File: config.mk
export PLATFORM = sky130hd
export DESIGN_NAME = fp_add_align
export DESIGN_NICKNAME = d
export VERILOG_FILES = /design/src/rtl/fp_pkg.sv /design/src/rtl/fp_swap_sel.sv /design/src/rtl/fp_add_align.sv
export SDC_FILE = /design/constraint.sdc
export NUM_CORES = 1
export LEC_CHECK = 0
export BUFFER_PORTS_ARGS = -buffer_cell sky130_fd_sc_hd__buf_2
export CORE_ASPECT_RATIO = 1.75
export CORE_MARGIN = 10
export CORE_UTILIZATION = 49
export CTS_BUF_LIST = sky130_fd_sc_hd__clkbuf_16
export DETAILED_ROUTE_END_ITERATION = 8
export GPL_ROUTABILITY_DRIVEN = 0
export PLACE_DENSITY = 0.74
export SLEW_MARGIN = 20
export SYNTH_ARGS = -nofsm -noshare
export SYNTH_HDL_FRONTEND = slang
export SYNTH_SLANG_ARGS = --single-unit
File: constraint.sdc
create_clock -name clk -period 3.35 [get_ports clk]
set_input_delay 0.335 -clock clk [delete_from_list [all_inputs] [get_ports clk]]
set_output_delay 0.335 -clock clk [all_outputs]
set_load 0.03 [all_outputs]
File: src/rtl/fp_pkg.sv
// Shared binary32 field widths, operand struct and aligner FSM encoding
// for the single-precision adder datapath.
package fp_pkg;

  localparam int EXP_W     = 8;
  localparam int FRAC_W    = 23;
  localparam int SIG_W     = 27;
  localparam int MAX_ALIGN = 27;

  typedef struct packed {
    logic              sign;
    logic [EXP_W-1:0]  exp;
    logic [FRAC_W-1:0] frac;
  } fp32_t;

  typedef enum logic [1:0] {
    IDLE  = 2'd0,
    SHIFT = 2'd1,
    DONE  = 2'd2
  } align_state_e;

  // Denormals share the exponent of the smallest normal and have no hidden bit.
  function automatic logic [EXP_W-1:0] eff_exp(input fp32_t x);
    return (x.exp == '0) ? EXP_W'(1) : x.exp;
  endfunction

  function automatic logic [FRAC_W:0] mant(input fp32_t x);
    return {x.exp != '0, x.frac};
  endfunction

endpackage

File: src/rtl/fp_swap_sel.sv
// Combinational magnitude ordering of two binary32 operands: exponent first,
// significand as tie-break; equal magnitudes keep A as the big operand.
module fp_swap_sel
  import fp_pkg::*;
(
  input  fp32_t            a_i,
  input  fp32_t            b_i,
  output fp32_t            big_o,
  output fp32_t            small_o,
  output logic             swapped_o,
  output logic [EXP_W-1:0] diff_o
);

  logic [EXP_W-1:0]  ea, eb;
  logic [FRAC_W:0]   ma, mb;
  logic              a_less;

  assign ea = eff_exp(a_i);
  assign eb = eff_exp(b_i);
  assign ma = mant(a_i);
  assign mb = mant(b_i);

  assign a_less    = (ea < eb) || ((ea == eb) && (ma < mb));
  assign swapped_o = a_less;
  assign big_o     = a_less ? b_i : a_i;
  assign small_o   = a_less ? a_i : b_i;
  assign diff_o    = eff_exp(big_o) - eff_exp(small_o);

endmodule

File: src/rtl/fp_add_align.sv
// Multi-cycle operand aligner: orders the operands by magnitude, then shifts the
// smaller significand right by the exponent difference, SHIFT_STEP bits per cycle.
module fp_add_align
  import fp_pkg::*;
#(
  parameter int SHIFT_STEP = 4
) (
  input  logic              clk,
  input  logic              rst_n,
  input  logic              in_valid,
  output logic              in_ready,
  input  logic [31:0]       op_a,
  input  logic [31:0]       op_b,
  output logic              out_valid,
  input  logic              out_ready,
  output logic              swapped,
  output logic              sign_big,
  output logic              sign_small,
  output logic [EXP_W-1:0]  exp_out,
  output logic [SIG_W-1:0]  sig_big,
  output logic [SIG_W-1:0]  sig_small,
  output align_state_e      dbg_state
);

  // Handshake: a transfer happens on a rising edge where valid and ready are both
  // high; the producer holds valid and data stable until that edge.

  localparam int REM_W = 5;

  fp32_t            a_in, b_in, big_w, small_w;
  logic             swap_w;
  logic [EXP_W-1:0] diff_w;
  logic [REM_W-1:0] rem_init;
  logic             accept;

  align_state_e     state_q, state_d;
  logic [REM_W-1:0] rem_q, rem_d;
  logic [SIG_W-1:0] sig_small_q, sig_small_d;
  logic [SIG_W-1:0] sig_big_q, sig_big_d;
  logic [EXP_W-1:0] exp_q, exp_d;
  logic             sign_big_q, sign_big_d;
  logic             sign_small_q, sign_small_d;
  logic             swapped_q, swapped_d;

  logic [5:0]       step_w;
  logic [SIG_W:0]   mask_wide;
  logic [SIG_W-1:0] shifted_w;
  logic             sticky_w;
  logic [REM_W-1:0] rem_after;

  assign a_in = op_a;
  assign b_in = op_b;

  fp_swap_sel u_swap (
    .a_i       (a_in),
    .b_i       (b_in),
    .big_o     (big_w),
    .small_o   (small_w),
    .swapped_o (swap_w),
    .diff_o    (diff_w)
  );

  assign rem_init = (diff_w > EXP_W'(MAX_ALIGN)) ? REM_W'(MAX_ALIGN) : diff_w[REM_W-1:0];
  assign accept   = in_valid && (state_q == IDLE);

  // One shift step: bit 0 collects the new LSB plus everything shifted past it,
  // and since the old bit 0 is always included the sticky bit never clears.
  assign step_w    = (int'(rem_q) > SHIFT_STEP) ? 6'(SHIFT_STEP) : {1'b0, rem_q};
  assign shifted_w = sig_small_q >> step_w;
  assign mask_wide = {(SIG_W+1){1'b1}} << (step_w + 6'd1);
  assign sticky_w  = |(sig_small_q & ~mask_wide[SIG_W-1:0]);
  assign rem_after = rem_q - step_w[REM_W-1:0];

  always_ff @(posedge clk or negedge rst_n) begin
    if (!rst_n) state_q <= IDLE;
    else        state_q <= state_d;
  end

  always_comb begin
    state_d = state_q;
    case (state_q)
      IDLE:    if (in_valid) state_d = (rem_init != '0) ? SHIFT : DONE;
      SHIFT:   if (rem_after == '0) state_d = DONE;
      DONE:    if (out_ready) state_d = IDLE;
      default: state_d = IDLE;
    endcase
  end

  always_comb begin
    in_ready  = (state_q == IDLE);
    out_valid = (state_q == DONE);
    dbg_state = state_q;
  end

  always_comb begin
    rem_d        = rem_q;
    sig_small_d  = sig_small_q;
    sig_big_d    = sig_big_q;
    exp_d        = exp_q;
    sign_big_d   = sign_big_q;
    sign_small_d = sign_small_q;
    swapped_d    = swapped_q;
    if (accept) begin
      rem_d        = rem_init;
      sig_small_d  = {mant(small_w), 3'b000};
      sig_big_d    = {mant(big_w), 3'b000};
      exp_d        = eff_exp(big_w);
      sign_big_d   = big_w.sign;
      sign_small_d = small_w.sign;
      swapped_d    = swap_w;
    end else if (state_q == SHIFT) begin
      rem_d       = rem_after;
      sig_small_d = {shifted_w[SIG_W-1:1], sticky_w};
    end
  end

  always_ff @(posedge clk or negedge rst_n) begin
    if (!rst_n) begin
      rem_q        <= '0;
      sig_small_q  <= '0;
      sig_big_q    <= '0;
      exp_q        <= '0;
      sign_big_q   <= 1'b0;
      sign_small_q <= 1'b0;
      swapped_q    <= 1'b0;
    end else begin
      rem_q        <= rem_d;
      sig_small_q  <= sig_small_d;
      sig_big_q    <= sig_big_d;
      exp_q        <= exp_d;
      sign_big_q   <= sign_big_d;
      sign_small_q <= sign_small_d;
      swapped_q    <= swapped_d;
    end
  end

  assign swapped    = swapped_q;
  assign sign_big   = sign_big_q;
  assign sign_small = sign_small_q;
  assign exp_out    = exp_q;
  assign sig_big    = sig_big_q;
  assign sig_small  = sig_small_q;

endmodule
# After elaboration in Yosys (flattened, before gate mapping)
# Index checks and enable logic that the tools add are counted.
[op_classes]
n_mul = 0
shift = 2
addsub = 3
n_bitwise = 2
div_mod_pow = 0
mux = 17
reduce_logical = 17
magnitude_cmp = 4
eq_ne = 6
[op_table]
columns = ["cell", "n"]
rows = [
  ["two-way mux 32 bit", 2],
  ["two-way mux 27 bit", 2],
  ["logical NOT 8 bit", 4],
  ["two-way mux 8 bit", 4],
  ["nonzero test 8 bit", 4],
  ["left shift 28 x 6 -> 27 bit, first input constant", 1],
  ["bitwise AND 27 bit", 1],
  ["inverter 27 bit", 1],
  ["OR reduction 27 bit", 1],
  [">> shifter 27 x 5 -> 27 bit", 1],
  ["less-than comparator 24 bit", 1],
  ["two-way mux 5 bit", 4],
  ["equality test 8 bit", 1],
  ["greater-than comparator 8 x 5 -> 1 bit, second input constant", 1],
  ["less-than comparator 8 bit", 1],
  ["two-way mux 2 bit", 4],
  ["subtractor 8 bit", 1],
  ["adder 5 x 1 -> 6 bit, second input constant", 1],
  ["case mux 2 bit (3 select lines)", 1],
  ["greater-than comparator 5 x 3 -> 1 bit, second input constant", 1],
  ["logical NOT 5 bit", 1],
  ["nonzero test 5 bit", 1],
  ["subtractor 5 bit", 1],
  ["inequality test 2 bit, second input constant", 2],
  ["8 further kinds", 9],
]
[word_totals]
latch_bits = 0
mem_bits_rw = 0
word_cells = 59
reg_bits = 69
n_memories = 0
input_bits = 68
rom_bits = 0
out_inout_bits = 69

# Longest topological paths before layout
# Gate-level depths: netlist (run 1).
[logic_depth]
word_depth = 15
mapped_depth = 23
ltp_nobuf = 21

# Hierarchy
# A second synthesis (run 1) with hierarchy kept.
[hier_totals]
cells_unflattened = 669
area_unflattened_um2 = 6319.8
[modules_own_cells]
columns = ["module", "n_inst", "cells_each", "area_per_inst_um2"]
rows = [
  ["fp_add_align", 1, 421, 3834.9],
  ["fp_swap_sel", 1, 248, 2484.9],
]

# Least setup slack after synthesis (run 1)
# OpenSTA, ideal clock, no wires.
[synth_path]
path_kind = "in2reg"
start = "input op_b[24]"
end = "register rem_q[2]"
slack_ns = -1.520
arrival_ns = 4.767
path_stages = 17
setup_ns = 0.104
required_time_ns = 3.246
path_buffers = 2
cell_sequence = "or4_1 nor2_1 ha_1 a211o_1 a2111oi_2 and3_4 buf_6 a21o_1 buf_4 mux2i_1 ha_1 nor2b_1 o21a_1 o211a_1 or4_4 a211o_1 o41ai_2"
[synth_between]
elab_chain_len = 12
word_cells_on_any_way = 18
classes_between = "add/sub (1); order compare (3); eq/ne (1); mux (7); reduce/logical (6)"
[synth_rtl]
columns = ["item", "line", "source"]
rows = [
  ["start, declared", "fp_add_align.sv:13", "input logic [31:0] op_b,"],
  ["parallel branches: the longest is 8 deep, another holds less-than comparator 24 bit", "-", ""],
  ["subtractor 8 bit *", "fp_swap_sel.sv:27", "assign diff_o = eff_exp(big_o) - eff_exp(small_o);"],
  ["greater-than comparator 8 x 5 -> 1 bit", "fp_add_align.sv:63", "assign rem_init = (diff_w > EXP_W'(MAX_ALIGN)) ? REM_W'(MAX_ALIGN) : diff_w[REM_W-1:0];"],
  ["two-way mux 5 bit *", "fp_add_align.sv:63", ""],
  ["two-way mux 5 bit *", "fp_add_align.sv:103", "if (accept) begin"],
  ["end signal, assigned", "fp_add_align.sv:127", "rem_q <= rem_d;"],
  ["end, declared", "fp_add_align.sv:37", "logic [REM_W-1:0] rem_q, rem_d;"],
]
# Every way passes the cells marked *.
# A chain may end at the register's enable or synchronous reset.

# Worst setup path after layout (run 1)
[layout_path]
start = "input op_b[24]"
end = "register state_q[0], in the netlist dbg_state[0]"
[layout_between]
elab_chain_len = 15
word_cells_on_any_way = 21
classes_between = "add/sub (1); order compare (3); eq/ne (1); mux (9); reduce/logical (7)"
[layout_rtl]
columns = ["item", "line", "source"]
rows = [
  ["parallel branches: the longest is 8 deep, another holds less-than comparator 24 bit", "-", ""],
  ["subtractor 8 bit *", "fp_swap_sel.sv:27", ""],
  ["greater-than comparator 8 x 5 -> 1 bit", "fp_add_align.sv:63", ""],
  ["two-way mux 5 bit *", "fp_add_align.sv:63", ""],
  ["nonzero test 5 bit *", "fp_add_align.sv:82", "IDLE: if (in_valid) state_d = (rem_init != '0) ? SHIFT : DONE;"],
  ["two-way mux 2 bit * (2 in series)", "fp_add_align.sv:82", ""],
  ["case mux 2 bit (3 select lines) *", "fp_add_align.sv:81", "case (state_q)"],
  ["end signal, assigned", "fp_add_align.sv:76", "else state_q <= state_d;"],
  ["end, declared", "fp_add_align.sv:36", "align_state_e state_q, state_d;"],
]
# Every way passes the cells marked *. The select of a mux whose other input is x is not followed.

==> impl_metrics.tcl, run 1 <==
set metrics [dict create \
    status "complete, but fails checks" \
    violations "setup timing" \
    p_int_mw 3.52 \
    rsz0062_at_grt "true" \
    synth_top_cell_area_share_pct 29.8 \
    drive_above_1_share_pct 36.8 \
    ys_warn_count 0 \
    p_sw_share_pct 49.2 \
    vias_per_cell 6.25 \
    fmax_mhz 226 \
    num_vias 6535 \
    grt_pass1_wl_um 34300 \
    slew_viol_final 0 \
    rrSetupSlack_ps 610 \
    synth-seq-area-share_pct 29.8 \
    mostFrequentLayoutCell "buf_4" \
    r2r_end "dbg_state[1]$_DFFE_PN0P_" \
    period_needed_ps 4430 \
    final_area_um2 7950 \
    ff2ff_path_depth 11 \
    wl_um 21300 \
    power_density_nw_per_um2 872 \
    grt_pass1_vias 7010 \
    cts-root-buf "clkbuf_16" \
    synth_area_leaders "dfrtp_1 30%, ha_1 9.3%, mux2i_1 7.1%" \
    ys_seq_elements 69 \
    fin_skew_ps 6.68 \
    clock_latency_ps 340 \
    dr.pass1.iters 5 \
    syn_area_um2 5800 \
    critPathLaunchType "primary input" \
    dpl.hpwl_um 16200 \
    numCtsBuffers 9 \
    min_path_type "in2async" \
    core_um2 11600 \
    ys.flop_type "dfrtp_1" \
    cts.sinks 69 \
    route.detailed.drc 0 \
    path_max_fanout 4 \
    portBuffers 133 \
    cts_hold_buf 0 \
    multi_input_comb_area_um2 3770 \
    grt_start_max_net_pins 70 \
    layout_setup_ws_ps -1080 \
    drtIter0Drc 475 \
    path_clk_slew_ps 60 \
    post-route-util_pct 68.7 \
    dieHeight_um 164 \
    netlist_instances 665 \
    pwr-share-comb_pct 59.9 \
    ant_nets 0 \
    drv_cap 0 \
    cts_tree "yes" \
    worst_pin_slew_ps 940 \
    setup_viol 7 \
    antenna_found_initial 0 \
    critPathKind "in2reg" \
    gr-total-overflow 0 \
    power_switching_mw 3.41 \
    rows 52 \
    clk_path_buf_depth 2 \
    period_share_pct 132 \
    grtUsageTotal_pct 25.4 \
    yosysTopAreaCell "dfrtp_1" \
    ioPinCount 137 \
    die_width_um 102 \
    cp-end-kind "register" \
    ys_types 73 \
    fp.dieArea_um2 16800 \
    p_leak_nw 3.92 \
    ff_latch_area_um2 1730 \
    placed_cell_area_um2 7480 \
    antennaDiodeCount 0 \
    arrival_ps 4660 \
    p_seq_share_pct 24.8 \
    avgSynthCellArea_um2 8.72 \
    finalHoldViolations 0 \
    pwr-share-clk_pct 15.3 \
    ys_async_sr_fraction_pct 100 \
    required_ps 3580 \
    initial_core_util_pct 50.1 \
    avgRoutedWirePerCell_um 20.4 \
    syn2layout_area_growth_pct 37.2 \
    fillers 930 \
    layout.nets 1017 \
    timing.hold.ws_ps 197 \
    r2r_start "rem_q[2]$_DFFE_PN0P_" \
    peakVddDrop_v 0.000478 \
    synth-edff-count 0 \
    slew_headroom_pct 37.3 \
    layout_common_cells "142 x buf_4, 131 x buf_2, 71 x nor2_1" \
    cts-htree-levels 3 \
]
## Yosys cell counts, types with 4 or more instances
cell       number
o221ai_1       13
nor3_1         10
o21ai_0        17
a211o_1         5
o211ai_1        6
a21o_1          5
buf_2           9
nand2b_1        4
o221a_1        28
a21oi_1        48
buf_1           5
buf_6           6
buf_4           5
nor2_1         73
o221a_2         4
inv_1          52
a211oi_1        6
ha_1           43
a221oi_1       18
nand4_1         4
a31oi_1         5
a22o_1          5
mux2i_1        41
a2111oi_0       6
dfrtp_1        69
clkbuf_1       24
nand3_1         6
nand2_1        53
nor2b_1        12
o22ai_1        18
## cell families after synthesis
logic type,count (synthesis),share of synthesized area [%]
buffers and inverters,101,7.84
other,2,0.130
and+or+nand+nor,187,15.3
DFF,69,29.8
muxes,47,8.63
adders and majority gates,44,9.63
xor gates and xnor gates,4,0.604
AOI/OAI and AO/OA,211,28.1
## cell type report
class	count	share of cell area (%)
clock inverter	7	1.23
tap	135	2.12
inverter	52	2.45
multi-input combinational	497	47.5
timing repair buffer	276	22.2
sequential	69	21.7
clock buffer	9	2.83
## through the flow
step	setup slack (ps)	power (mW)	cells	setup TNS [ps]
floorplan	-1310	4.41	667	-8650
global placement	-1450	5.63	1023	-9600
detailed placement	-1600	5.75	1023	-11470
CTS	-1030	6.89	1043	-6650
global route	-1240	7.35	1045	-8200
finish	-1080	6.93	1045	-6930
## flip-flops by register name (all words and copies together), names as in the netlist
register / count
sig_small: 27
exp_out: 8
dbg_state: 2
sign_small: 1
sig_big: 24
sign_big: 1
swapped: 1
rem_q: 5
## how the worst max path moves through the flow
stage / from / endpoint / slack (ps)
detailed placement: op_a[30] / dbg_state[0]$_DFFE_PN0P_ / -1600
global route: op_b[24] / dbg_state[0]$_DFFE_PN0P_ / -1240
CTS: op_b[24] / dbg_state[0]$_DFFE_PN0P_ / -1030
finish: op_b[24] / dbg_state[0]$_DFFE_PN0P_ / -1080
floorplan: op_b[24] / dbg_state[0]$_DFFE_PN0P_ / -1310
global placement: op_a[30] / dbg_state[0]$_DFFE_PN0P_ / -1450
## power groups by stage
stage | Sequential [mW] | Clock (mW) | Combinational (mW)
6_report | 1.72 | 1.06 | 4.15
5_1_grt | 1.77 | 1.09 | 4.49
3_3_place_gp | 1.69 | 0 | 3.94
3_5_place_dp | 1.71 | 0 | 4.04
4_1_cts | 1.70 | 1.06 | 4.13
2_1_floorplan | 2.32 | 0 | 2.09
## metal layers
layer,track usage [%],share of wire (%),up-vias
li1,-,-,2965
met1,25.3,34,3158
met2,46.1,54,306
met3,5.13,6.5,106
met4,16.6,5.6,0
met5,0,0,-
## timing repair
| item | in CTS | in global routing |
|---|---|---|
| setup buffers | 4 | 2 |
| gates resized for setup | 17 | 5 |
| endpoints found under the setup margin | 7 | 7 |
| pin swaps | 11 | 4 |
| gates cloned | 0 | 0 |
## worst max-delay path: stages
cell and delay [ps]:
buf_6 90, or4_4 540, nor2_4 180, nor2_4 70, inv_2 60, ha_4 110
nand4_1 70, a211o_1 330, a2111oi_4 250, and3_4 270, a21o_4 160, mux2i_4 230
ha_1 260, nor2b_4 130, o21a_1 190, o211a_1 230, or4_4 530, a2111o_1 430
a22o_1 200
Power figures use the tool's default switching activity.
==> run 2: changes to the inputs <==
--- a/config.mk
+++ b/config.mk
@@ -12,7 +12,7 @@
 export CTS_BUF_LIST = sky130_fd_sc_hd__clkbuf_16
 export DETAILED_ROUTE_END_ITERATION = 8
 export GPL_ROUTABILITY_DRIVEN = 0
-export PLACE_DENSITY = 0.74
+export PLACE_DENSITY = 0.77
 export SLEW_MARGIN = 20
 export SYNTH_ARGS = -nofsm -noshare
 export SYNTH_HDL_FRONTEND = slang
==> constraint.sdc (replaced) <==
create_clock -name clk -period 3.9 [get_ports clk]
set_input_delay 0.39 -clock clk [delete_from_list [all_inputs] [get_ports clk]]
set_output_delay 0.39 -clock clk [all_outputs]
set_load 0.03 [all_outputs]
==> run 2 against run 1 <==
Against the previous run:
- the run still ends with setup timing left
- clock power decreased by 9%
- via count increased by 0.98%
- total power decreased by 14%
- critical path type unchanged
- largest power group unchanged
==> impl_metrics.tcl, run 2 (synthesized netlist as in run 1, its figures left out) <==
set metrics [dict create \
    cp_slowest_stage_delay_ps 540 \
    arrival_ps 4660 \
    dieHeight_um 164 \
    fin_skew_ps 11.3 \
    placed_cell_area_um2 7410 \
    grt_start_max_net_pins 37 \
    rows 52 \
    critPathLaunchType "primary input" \
    portBuffers 133 \
    layout.nets 1008 \
    layout_setup_ws_ps -537 \
    post-route-util_pct 67.9 \
    path_clk_slew_ps 60 \
    finalHoldViolations 0 \
    cp_slowest_cell "or4_4" \
    final_cells 1035 \
    critPathTopFamily "simple AND/OR/NAND/NOR gates" \
    antenna_found_initial 0 \
    avgRoutedWirePerCell_um 20.9 \
    numCtsBuffers 9 \
    vias_per_cell 6.38 \
    worst_pin_slew_ps 1000 \
    p_leak_nw 3.89 \
    drtIter0Drc 475 \
    dpl.hpwl_um 16400 \
    core_um2 11600 \
    grt_pass1_wl_um 33800 \
    power_density_nw_per_um2 761 \
    setup_viol 7 \
    largest_reg_flops 27 \
    fin_setup_tns_ps -3170 \
    critPathKind "in2reg" \
    cp-end-kind "register" \
    initial_core_util_pct 50.1 \
    syn2layout_area_growth_pct 35.7 \
    status "complete, but fails checks" \
    path_max_fanout 4 \
    critPathBufInv 2 \
    path_cells "buf_6 -> or4_4 -> nor2_4 -> nor2_2 -> inv_1 -> ha_1 -> nand4_1 -> a211o_1 -> a2111oi_4 -> and3_4 -> a21o_4 -> mux2i_4 -> ha_1 -> nor2b_4 -> o21a_1 -> o211a_1 -> or4_4 -> a2111o_1 -> a22o_1" \
    min_path_type "in2async" \
    antennaDiodeCount 0 \
    cts.sinks 69 \
    ioPinCount 137 \
    num_vias 6599 \
    fmax_mhz 225 \
    grtUsageTotal_pct 25.3 \
    cts-htree-levels 3 \
    slew_headroom_pct 33.2 \
    mostFrequentLayoutCell "buf_4" \
    clock_latency_ps 350 \
    required_ps 4130 \
    drive_above_1_share_pct 35.9 \
    clk_path_buf_depth 2 \
    rsz0062_at_grt "true" \
    period_share_pct 114 \
    place_ws_ps -1120 \
    ant_nets 0 \
    die_width_um 102 \
    layout_common_cells "133 x buf_4, 132 x buf_2, 71 x nor2_1" \
    route.detailed.drc 0 \
    fp.dieArea_um2 16800 \
    gr-total-overflow 0 \
    dr.pass1.iters 8 \
    wl_um 21600 \
    cts_hold_buf 0 \
    cts-root-buf "clkbuf_16" \
    final_area_um2 7870 \
    drv_cap 0 \
    peakVddDrop_v 0.000445 \
    grt_pass1_vias 7011 \
    slew_viol_final 0 \
    placed_cells 1016 \
    cts_tree "yes" \
    period_needed_ps 4440 \
    violations "setup timing" \
]
## run 2: changes by cell type in the layout (fill, tap and decap cells not counted), moves of 2 or more
| cell | delta |
|---|---|
| inv_6 | -2 |
| ha_1 | +2 |
| clkinv_4 | +2 |
| clkinvlp_4 | -2 |
| nand2_2 | +2 |
| buf_4 | -9 |
## run 2: worst reg2reg max path, stage by stage, from the launching register on
cell      delay [ps]
dfrtp_1          620
or4b_1           490
buf_4            260
inv_1            240
ha_1             220
inv_1             60
ha_1             280
nand2_1           60
a222oi_1         310
o21ai_0          150
a22o_1           250
## run 2: routing by layer
metal	vias up	GRT usage, %	routed length [um]
li1	2947	-	-
met1	3162	25.4	7460
met2	378	46.1	11600
met3	112	4.42	1360
met4	0	16.5	1170
met5	-	0	0
## run 2: cell type report
type	instances	area, um^2
clock buffer	9	225
clock inverter	6	113
inverter	52	195
timing repair buffer	267	1680
multi-input combinational	497	3760
sequential	69	1730
tap	135	169
fill	908	3710
## run 2: timing repair
item / CTS / global route
endpoints found under the setup margin: 7 / 7
resized for setup: 13 / 6
pin swaps: 6 / 4
buffers inserted: 1 / 3
## run 2: power breakdown
group	switching (mW)	internal, mW	total [mW]
Combinational	2.19	1.36	3.55
Sequential	0.398	1.07	1.47
Clock	0.339	0.622	0.961
## run 2: final timing paths
| check | to | start | slack [ps] | cells past startpoint |
|---|---|---|---|---|
| max | dbg_state[0]$_DFFE_PN0P_ | op_b[24] | -540 | 19 |
| min | sig_big[4]$_DFFE_PN0P_ | rst_n | 160 | 1 |
| max reg2reg | sig_small[0]$_DFFE_PN0P_ | rem_q[1]$_DFFE_PN0P_ | 860 | 10 |
| min reg2reg | swapped$_DFFE_PN0P_ | swapped$_DFFE_PN0P_ | 480 | 2 |
| max in group asynchronous | sig_big[13]$_DFFE_PN0P_ | rst_n | 2900 | 2 |
| min in group clk | sig_big[8]$_DFFE_PN0P_ | op_b[5] | 320 | 2 |
## run 2: per-stage QoR
step	hold slack, ps	power, mW
2_1_floorplan	94.4	3.79
3_3_place_gp	468	4.80
3_5_place_dp	462	4.92
4_1_cts	186	5.93
5_1_grt	214	6.32
6_report	156	5.99
==> run 3: changes to the inputs <==
--- a/config.mk
+++ b/config.mk
@@ -12,7 +12,8 @@
 export CTS_BUF_LIST = sky130_fd_sc_hd__clkbuf_16
 export DETAILED_ROUTE_END_ITERATION = 8
 export GPL_ROUTABILITY_DRIVEN = 0
-export PLACE_DENSITY = 0.77
+export PLACE_DENSITY = 0.74
+export SKIP_CTS_REPAIR_TIMING = 1
 export SLEW_MARGIN = 20
 export SYNTH_ARGS = -nofsm -noshare
 export SYNTH_HDL_FRONTEND = slang
==> constraint.sdc (replaced) <==
create_clock -name clk -period 4.31 [get_ports clk]
set_input_delay 0.2155 -clock clk [delete_from_list [all_inputs] [get_ports clk]]
set_output_delay 0.2155 -clock clk [all_outputs]
set_load 0.03 [all_outputs]
==> run 3 against run 2 <==
Against the previous run:
- the run still ends with setup timing left
- first-iteration DRC count fell by 24%
- non-clock buffer count fell by 68
- clock-buffer cell count did not move
- utilization fell by 5.1 points
- sequential power fell by 8%
- worst setup slack improved by 490 ps
- clock power fell by 29%
- critical endpoint unchanged
- largest cell class unchanged
- largest power group unchanged
- highest routed layer unchanged
==> impl_metrics.tcl, run 3 (synthesized netlist as in run 1, its figures left out) <==
set metrics [dict create \
    slew_viol_final 0 \
    finalHoldViolations 0 \
    arrival_ps 4580 \
    status "complete, but fails checks" \
    power_switching_mw 2.56 \
    largest_reg_flops 27 \
    dieHeight_um 164 \
    syn2layout_area_growth_pct 25.6 \
    critPathKind "in2reg" \
    layout_setup_ws_ps -48.5 \
    rsz0062_at_grt "true" \
    grt_pass1_vias 6407 \
    layout.nets 940 \
    timing.hold.ws_ps 152 \
    vias_per_cell 6.36 \
    final_area_um2 7280 \
    cts-htree-levels 3 \
    violations "setup timing" \
    initial_core_util_pct 50.1 \
    cts_tree "yes" \
    die_width_um 102 \
    dr.pass1.iters 7 \
    drtIter0Drc 363 \
    grt_start_max_net_pins 50 \
    antenna_found_initial 0 \
    p_leak_nw 3.52 \
    drive_above_1_share_pct 30.5 \
    required_ps 4530 \
    path_clk_slew_ps 60 \
    drv_cap 0 \
    min_path_type "in2reg" \
    ff2ff_path_depth 9 \
    p_seq_share_pct 26.5 \
    worst_pin_slew_ps 963 \
    gr-total-overflow 0 \
    layout_common_cells "131 x buf_2, 71 x nor2_1, 69 x dfrtp_1" \
    p_total_mw 5.09 \
    portBuffers 133 \
    clock_latency_ps 340 \
    rows 52 \
    setup_viol 2 \
    slew_headroom_pct 35.8 \
    antennaDiodeCount 0 \
    period_needed_ps 4360 \
    p_sw_share_pct 50.3 \
    period_share_pct 101 \
    fp.dieArea_um2 16800 \
    placed_cell_area_um2 6920 \
    wl_um 20000 \
    ioPinCount 137 \
    pwr-share-clk_pct 13.5 \
    fillers 1002 \
    grtUsageTotal_pct 23.7 \
    fin_skew_ps 8.07 \
    critPathLaunchType "primary input" \
    peakVddDrop_v 0.000310 \
    avgRoutedWirePerCell_um 20.7 \
    cts.sinks 69 \
    mostFrequentLayoutCell "buf_2" \
    clk_path_buf_depth 2 \
    fmax_mhz 229 \
    cts-root-buf "clkbuf_16" \
    route.detailed.drc 0 \
    numCtsBuffers 9 \
    ant_nets 0 \
    dpl.hpwl_um 15400 \
    p_int_mw 2.53 \
    pwr-share-comb_pct 60.0 \
    grt_pass1_wl_um 31600 \
    core_um2 11600 \
    cp-end-kind "register" \
    num_vias 6147 \
    min_path_cells 3 \
    path_max_fanout 4 \
    power_density_nw_per_um2 699 \
]
-- run 3: power by group through the flow --
| stage | clock, mW | sequential (mW) | combinational (mW) |
|---|---|---|---|
| 2_1_floorplan | 0 | 1.80 | 1.62 |
| 5_1_grt | 0.726 | 1.39 | 3.30 |
| 3_5_place_dp | 0 | 1.35 | 3.02 |
| 4_1_cts | 0.694 | 1.34 | 3.04 |
| 6_report | 0.686 | 1.35 | 3.06 |
| 3_3_place_gp | 0 | 1.33 | 2.96 |
-- run 3: worst max-delay path, stage by stage --
cell and delay [ps]:
buf_6 90, or4_4 540, nor2_4 190, nor2_4 60, inv_2 60, ha_4 120
nand4_1 70, a211o_1 320, a2111oi_4 280, and3_4 300, a21o_4 160, mux2i_4 240
ha_1 250, nor2b_4 120, o21a_1 190, o211a_1 230, or4_4 540, a2111o_1 400
a22o_1 200
-- run 3: per-layer routing --
layer | share of wire, % | global-route usage (%) | vias to the layer above
met1 | 34 | 23.8 | 2988
met5 | 0 | 0 | -
met3 | 6.7 | 5.43 | 69
met4 | 4.6 | 14.2 | 0
li1 | - | - | 2820
met2 | 54 | 42.7 | 270
-- run 3: cell type report --
cell class                 instances  area [um^2]  share of cell area [%]
multi-input combinational        497         3750                    51.5
sequential                        69         1730                    23.7
timing repair buffer             199         1180                    16.2
clock buffer                       9          225                    3.09
inverter                          52          195                    2.68
tap                              135          169                    2.32
clock inverter                     6         41.3                   0.567
-- run 3: worst paths after layout --
path	start	end	slack, ps
max reg2reg	rem_q[0]$_DFFE_PN0P_	sig_small[0]$_DFFE_PN0P_	1280
max	op_b[24]	dbg_state[0]$_DFFE_PN0P_	-50
min in group asynchronous	rst_n	sig_big[7]$_DFFE_PN0P_	480
min reg2reg	swapped$_DFFE_PN0P_	swapped$_DFFE_PN0P_	480
max in group asynchronous	rst_n	sig_big[26]$_DFFE_PN0P_	2820
min	op_a[3]	sig_small[6]$_DFFE_PN0P_	150
-- run 3: through the flow --
stage / instances / utilization [%] / worst slack (ps) / setup TNS [ps]
floorplan: 667 / - / -235 / -1090
global placement: 950 / 59.7 / -378 / -2160
detailed placement: 950 / 59.7 / -567 / -3520
CTS: 965 / 62.0 / -263 / -1440
global route: 967 / 62.9 / -155 / -559
finish: 967 / 62.9 / -48.5 / -51.4
